File: config.mk
export PLATFORM = sky130hd
export DESIGN_NAME = rega_zone_scheduler
export DESIGN_NICKNAME = d
export VERILOG_FILES = /design/src/rtl/rega_zone_scheduler.sv
export SDC_FILE = /design/constraint.sdc
export NUM_CORES = 1
export LEC_CHECK = 0
export CAP_MARGIN = 10
export CORE_UTILIZATION = 44
export CTS_CLUSTER_DIAMETER = 30
export CTS_CLUSTER_SIZE = 24
export DETAILED_ROUTE_END_ITERATION = 6
export PLACE_DENSITY_LB_ADDON = 0.12
export SETUP_SLACK_MARGIN = 0.5
export SYNTH_ARGS = -nofsm -noshare
export SYNTH_HDL_FRONTEND = slang
export SYNTH_SLANG_ARGS = --single-unit
File: constraint.sdc
create_clock -name clk -period 2.5 [get_ports clk]
set_input_delay 0.5 -clock clk [delete_from_list [all_inputs] [get_ports clk]]
set_output_delay 0.5 -clock clk [all_outputs]
set_load 0.03 [all_outputs]
File: src/rtl/rega_zone_scheduler.sv
// Irrigation zone scheduler: shares one tank/pump path between NZ zones.
// Pending zones are served round-robin. Each service opens the zone valve,
// waits SETTLE ticks, runs the pump for the programmed number of ticks, stops
// the pump and holds the valve SETTLE more ticks. An empty tank pauses the
// service and raises a refill request. The retained tick count is resumed
// once the tank is full again.
module rega_zone_scheduler #(
  parameter int unsigned NZ     = 4,
  parameter int unsigned TW     = 8,
  parameter int unsigned SETTLE = 2
) (
  input  logic             clk,
  input  logic             reset,
  input  logic             tick,
  input  logic [NZ-1:0]    zone_req,
  input  logic [NZ*TW-1:0] zone_dur,
  input  logic [2:0]       nv,
  input  logic             fill_busy,
  output logic [NZ-1:0]    zone_valve,
  output logic             pump_en,
  output logic [NZ-1:0]    zone_done,
  output logic             refill_req,
  output logic             busy,
  output logic [2:0]       cur_zone,
  output logic             sensor_fault
);

  localparam int unsigned IW = $clog2(NZ);
  localparam int unsigned SW = $clog2(SETTLE + 1);
  localparam logic [SW-1:0] SettleLd = SW'(SETTLE);

  typedef logic [IW:0] cand_t;

  typedef enum logic [2:0] {
    StIdle,
    StSelect,
    StOpen,
    StWater,
    StClose,
    StWaitTank
  } state_e;

  state_e        state_q;
  logic [IW-1:0] cur_q;
  logic [IW-1:0] rr_q;
  logic [SW-1:0] settle_q;
  logic [TW-1:0] remain_q;
  logic          done_pend_q;
  logic          pause_pend_q;
  logic          fault_q;

  logic          level_ok;
  logic          tank_empty;
  logic          tank_full;
  logic          grant_vld;
  logic [IW-1:0] grant_idx;
  logic [TW-1:0] grant_dur;
  logic [TW-1:0] dur_arr [NZ];
  cand_t         cand;
  logic          close_exit;

  // Wrap-around successor of a zone index.
  function automatic logic [IW-1:0] next_zone(input logic [IW-1:0] idx);
    return (idx == IW'(NZ - 1)) ? '0 : idx + IW'(1);
  endfunction

  // Tank level decode; any non-thermometer code reads as empty.
  always_comb begin
    level_ok   = (nv == 3'b000) || (nv == 3'b001) || (nv == 3'b011) || (nv == 3'b111);
    tank_empty = ~nv[0] | ~level_ok;
    tank_full  = nv[2] & level_ok;
  end

  // Unpack the per-zone duration bus.
  always_comb begin
    for (int unsigned i = 0; i < NZ; i++) begin
      dur_arr[i] = zone_dur[i*TW +: TW];
    end
  end

  // Round-robin arbiter: first requesting zone at or after the rr pointer.
  always_comb begin
    grant_vld = 1'b0;
    grant_idx = '0;
    cand      = '0;
    for (int unsigned k = 0; k < NZ; k++) begin
      cand = {1'b0, rr_q} + cand_t'(k);
      if (cand >= cand_t'(NZ)) begin
        cand = cand - cand_t'(NZ);
      end
      if (!grant_vld && zone_req[cand[IW-1:0]]) begin
        grant_vld = 1'b1;
        grant_idx = cand[IW-1:0];
      end
    end
    grant_dur = dur_arr[grant_idx];
  end

  assign close_exit = (state_q == StClose) && tick && (settle_q == SW'(1));

  // Sequencer: arbitration, valve/pump phases and tank pause handling.
  always_ff @(posedge clk or posedge reset) begin
    if (reset) begin
      state_q      <= StIdle;
      cur_q        <= '0;
      rr_q         <= '0;
      settle_q     <= '0;
      remain_q     <= '0;
      done_pend_q  <= 1'b0;
      pause_pend_q <= 1'b0;
      fault_q      <= 1'b0;
    end else begin
      if (!level_ok) begin
        fault_q <= 1'b1;
      end
      unique case (state_q)
        StIdle: begin
          if (|zone_req) begin
            state_q <= StSelect;
          end
        end
        StSelect: begin
          if (!grant_vld) begin
            state_q <= StIdle;
          end else begin
            cur_q        <= grant_idx;
            remain_q     <= grant_dur;
            done_pend_q  <= 1'b0;
            pause_pend_q <= 1'b0;
            if (grant_dur == '0) begin
              rr_q    <= next_zone(grant_idx);
              state_q <= StIdle;
            end else if (tank_empty) begin
              state_q <= StWaitTank;
            end else begin
              settle_q <= SettleLd;
              state_q  <= StOpen;
            end
          end
        end
        StOpen: begin
          if (tick) begin
            settle_q <= settle_q - SW'(1);
            if (settle_q == SW'(1)) begin
              state_q <= StWater;
            end
          end
        end
        StWater: begin
          // Empty wins over completion, completion over abort.
          if (tank_empty) begin
            pause_pend_q <= 1'b1;
            settle_q     <= SettleLd;
            state_q      <= StClose;
          end else if (tick && (remain_q == TW'(1))) begin
            remain_q    <= '0;
            done_pend_q <= 1'b1;
            settle_q    <= SettleLd;
            state_q     <= StClose;
          end else if (!zone_req[cur_q]) begin
            settle_q <= SettleLd;
            state_q  <= StClose;
          end else if (tick) begin
            remain_q <= remain_q - TW'(1);
          end
        end
        StClose: begin
          if (tick) begin
            settle_q <= settle_q - SW'(1);
          end
          if (close_exit) begin
            done_pend_q  <= 1'b0;
            pause_pend_q <= 1'b0;
            if (pause_pend_q && !done_pend_q) begin
              state_q <= StWaitTank;
            end else begin
              rr_q    <= next_zone(cur_q);
              state_q <= StIdle;
            end
          end
        end
        StWaitTank: begin
          if (!zone_req[cur_q]) begin
            rr_q    <= next_zone(cur_q);
            state_q <= StIdle;
          end else if (tank_full && !fill_busy) begin
            settle_q <= SettleLd;
            state_q  <= StOpen;
          end
        end
        default: state_q <= StIdle;
      endcase
    end
  end

  // Drives decoded from the state registers so reset clears them at once.
  always_comb begin
    zone_valve = '0;
    pump_en    = 1'b0;
    refill_req = 1'b0;
    busy       = (state_q != StIdle);
    cur_zone   = 3'(cur_q);
    unique case (state_q)
      StIdle:     cur_zone = '0;
      StSelect:   cur_zone = grant_vld ? 3'(grant_idx) : 3'(cur_q);
      StOpen:     zone_valve[cur_q] = 1'b1;
      StWater: begin
        zone_valve[cur_q] = 1'b1;
        // Pump stops in the same cycle the tank reads empty.
        pump_en = ~tank_empty;
      end
      StClose:    zone_valve[cur_q] = 1'b1;
      StWaitTank: refill_req = 1'b1;
      default:    cur_zone = '0;
    endcase
  end

  // Completion pulses: zero-duration grant in SELECT, or CLOSE exit after a full run.
  always_comb begin
    zone_done = '0;
    if ((state_q == StSelect) && grant_vld && (grant_dur == '0)) begin
      zone_done[grant_idx] = 1'b1;
    end
    if (close_exit && done_pend_q) begin
      zone_done[cur_q] = 1'b1;
    end
  end

  assign sensor_fault = fault_q;

endmodule

==> impl_summary.log, run 1 <==
INFO  metric die_height = 71.0 um
INFO  metric cp.required = 2.00 ns
INFO  metric finalWeightedCongestion = 0.840
INFO  metric ys_async_sr_fraction = 100%
INFO  metric io-pin-count = 58
INFO  metric timing.fmax = 340 MHz
INFO  metric hold_path.class = reg2reg
INFO  metric violations = negative setup slack
INFO  metric yosysTopAreaCellShare = 23.9%
INFO  metric synth.yosys.warnings = 0
INFO  metric tightest_slew = 0.685 ns
INFO  metric synthesis.area = 2100 sq um
INFO  metric design_power_total = 3.59 mW
INFO  metric power_per_cell_area = 1060 nW/um^2
INFO  metric post-synth-top-count-cell = nand2_1
INFO  metric synthTopCellsByCount = nand2_1 (29), nor2_1 (24), a21oi_1 (22)
INFO  metric grt_setup_unrepaired = yes
INFO  metric cts.root.buffer_cell = clkbuf_8
INFO  metric finalWorstPathRequiredPeriod = 2.94 ns
INFO  metric die-area = 5040 sq um
INFO  metric netlist_instances = 256
INFO  metric maximum_number_of_pins_on_one_net_before_global_route_repair = 21
INFO  metric run_status = finished with violations
INFO  metric synth.largest_area_cell = dfrtp_1
INFO  metric io_buffers = 56
INFO  metric critical_path.endpoint_type = output port
INFO  metric slowest_stage = o22ai_4
INFO  metric htree_levels = 1
INFO  metric dominantRegCellSynth = dfrtp_1
INFO  metric ant_nets = 0
INFO  metric clock_sinks = 20
INFO  metric wire_length_of_the_first_global_routing_pass = 10700 um
INFO  metric flow.area_growth_from_synthesis = 62.0%
INFO  metric first_global_vias = 2303
INFO  metric overflow = 0
INFO  metric drt-vias-per-instance = 5.64
INFO  metric hpwlAfterDp = 4800 um
INFO  metric ys_top_cells_by_area = dfrtp_1 (24%), mux2i_1 (9.6%), ha_1 (7.8%)
INFO  metric clk_pin_slew_worst_paths = 0.09 ns
INFO  metric synthesized_flop_and_latch_total = 20
INFO  metric finalCritPeriodShare = 118%
INFO  metric initial_antenna_violation_count = 0
INFO  metric syn_nets = 312
INFO  metric clk-insertion-delay-late = 0.27 ns
INFO  metric dpl-instance-area = 3010 sq um
INFO  metric drt-total-wl = 6480 um
INFO  metric nets = 411
INFO  metric synth_seq_area_share = 23.9%
INFO  metric report.final.setup_viol = 4
INFO  metric die-width = 71.0 um
INFO  metric drc = 0
INFO  metric timing_worst_setup_path_type = in2out
INFO  metric worst_path_largest_cell_delay = 0.27 ns
INFO  metric core_region_area = 4470 sq um
INFO  metric startpoint_type = input pin
INFO  metric avgRoutedWirePerCell = 16.0 um
INFO  metric finalHoldViolCount = 0
INFO  metric chain_of_cells_forming_the_critical_path = clkdlybuf4s15_2 -> a21oi_2 -> o21a_1 -> o22ai_4 -> buf_12 -> mux2i_2 -> mux2_4 -> nand4_4 -> nor2_4 -> a32o_2 -> buf_6
INFO  metric timing_max_transition_violations_final = 0
INFO  metric final_cell_area = 3400 sq um
INFO  metric postSynthAreaPerCell = 8.19 sq um
INFO  metric power.static_leakage = 1.58 nW
INFO  metric tightest_hold_margin = 0.476 ns
INFO  metric number_of_detailed_route_iterations_in_the_first_pass = 6
INFO  metric antenna_cells_inserted = 0
INFO  metric worst-path-max-fanout = 7
INFO  metric cts.path.max_buffers = 2
INFO  metric worst_ir_drop_vdd = 0.452 mV
INFO  metric gr_util_all_layers = 26.8%
INFO  metric timing.max_slew.rel_slack = 53.9%
INFO  metric synth_enable_flop_cells = 0
INFO  metric initial_utilization = 46.8%
INFO  metric dr.first_iter.drc_count = 123
INFO  metric worst_slack = -0.442 ns
INFO  metric netlist-cell-type-count = 48
INFO  metric num_rows = 24
INFO  metric fin_worst_skew = 0.00830 ns
INFO  metric routed-via-count = 2290
INFO  metric final_layout_size_suffix_gt1_share = 33.6%
INFO  metric cts_inserted_buffers = 3
INFO  metric maxCapViolations = 0
INFO  metric tritoncts = done
INFO  metric critical_path_arrival = 2.44 ns
[metrics by stage]
step	setup TNS, ns	worst slack [ns]	std cells	util [%]
4_1_cts	-1.91	-0.474	398	73.0
2_1_floorplan	-0.0583	-0.0146	256	-
3_3_place_gp	-5.10	-0.636	392	67.4
5_1_grt	-2.40	-0.549	406	75.9
6_report	-1.75	-0.442	406	75.9
3_5_place_dp	-5.37	-0.674	392	67.4
[repair_timing]
item	in CTS	in global routing
hold buffers	0	0
buffers inserted	1	8
gates resized for setup	59	25
setup endpoints to repair	28	28
gates cloned	1	0
pin swaps	10	8
[power breakdown]
| group | switching [mW] | total (mW) | internal [mW] |
|---|---|---|---|
| logic | 1.32 | 2.62 | 1.30 |
| registers | 0.167 | 0.641 | 0.474 |
| clock network | 0.124 | 0.338 | 0.214 |
[logic make-up (layout without fill, tap and decap cells)]
| logic type | count (synthesis) | in the layout | synth area share, % |
|---|---|---|---|
| and+or+nand+nor | 101 | 101 | 25.4 |
| AOI/OAI and AO/OA | 65 | 65 | 20.0 |
| muxes | 30 | 30 | 16.4 |
| buffers and inverters | 25 | 123 | 5.97 |
| DFF | 20 | 20 | 23.9 |
| adders and majority gates | 13 | 13 | 7.76 |
| other | 1 | 1 | 0.179 |
| xor gates and xnor gates | 1 | 1 | 0.418 |
[area by class of cell]
type	instances	area (sq um)
sequential	20	502
clock inverter	1	30.0
clock buffer	3	41.3
inverter	14	52.6
multi-input combinational	211	1670
timing repair buffer	105	1030
tap	52	65.1
fill	309	1080
[flip-flops by register name, summed over array words and instances, names as in the netlist]
signal	count
remain_q	8
state_q	3
cur_q	2
rr_q	2
settle_q	2
done_pend_q	1
pause_pend_q	1
sensor_fault	1
[routing by layer]
layer  GRT usage, %  up-vias  share of wire, %
li1               -     1125                 -
met1           33.5     1073                43
met2           49.3       84                52
met3           2.99        8               4.7
met4           6.67        0              0.91
met5              0        -                 0
[critical path: cells and delay by family]
family	cells	cell delay (ns)
AO/OA/AOI/OAI	4	0.71
buffers and inverters	3	0.50
multiplexers	2	0.42
AND/OR/NAND/NOR	2	0.32
[path summary, 6_finish.rpt]
kind                                    from  cells after the start  slack [ns]      endpoint
worst min register to register  sensor_fault                      2        0.48  sensor_fault
worst min-delay path            sensor_fault                      2        0.48  sensor_fault
min in group asynchronous              reset                      3        0.57   remain_q[7]
max in group asynchronous              reset                      3        1.68    state_q[1]
worst max-delay path             zone_req[1]                     11       -0.44  zone_done[2]
worst max register to register       rr_q[1]                     10        0.03       rr_q[0]
[cell usage in the layout (no fill, tap or decap), types with 9 or more instances in the layout]
master,Yosys,layout
buf_4,2,36
clkdlybuf4s50_1,0,35
nand2_1,29,26
nor2_1,24,23
a21oi_1,22,19
dfrtp_1,20,19
mux2i_1,20,18
buf_6,3,18
inv_1,14,14
ha_1,13,13
o21ai_0,15,11
mux2_4,5,9
No activity file was read; power rests on OpenSTA's default activity.
==> inputs of run 2 (changes only) <==
ABC_CLOCK_PERIOD_IN_PS = 2500   (was not set)
SLEW_MARGIN = 0   (was not set)
==> results of run 2 <==
Same layout as run 1: the final DEF is identical, and so are final timing and power.
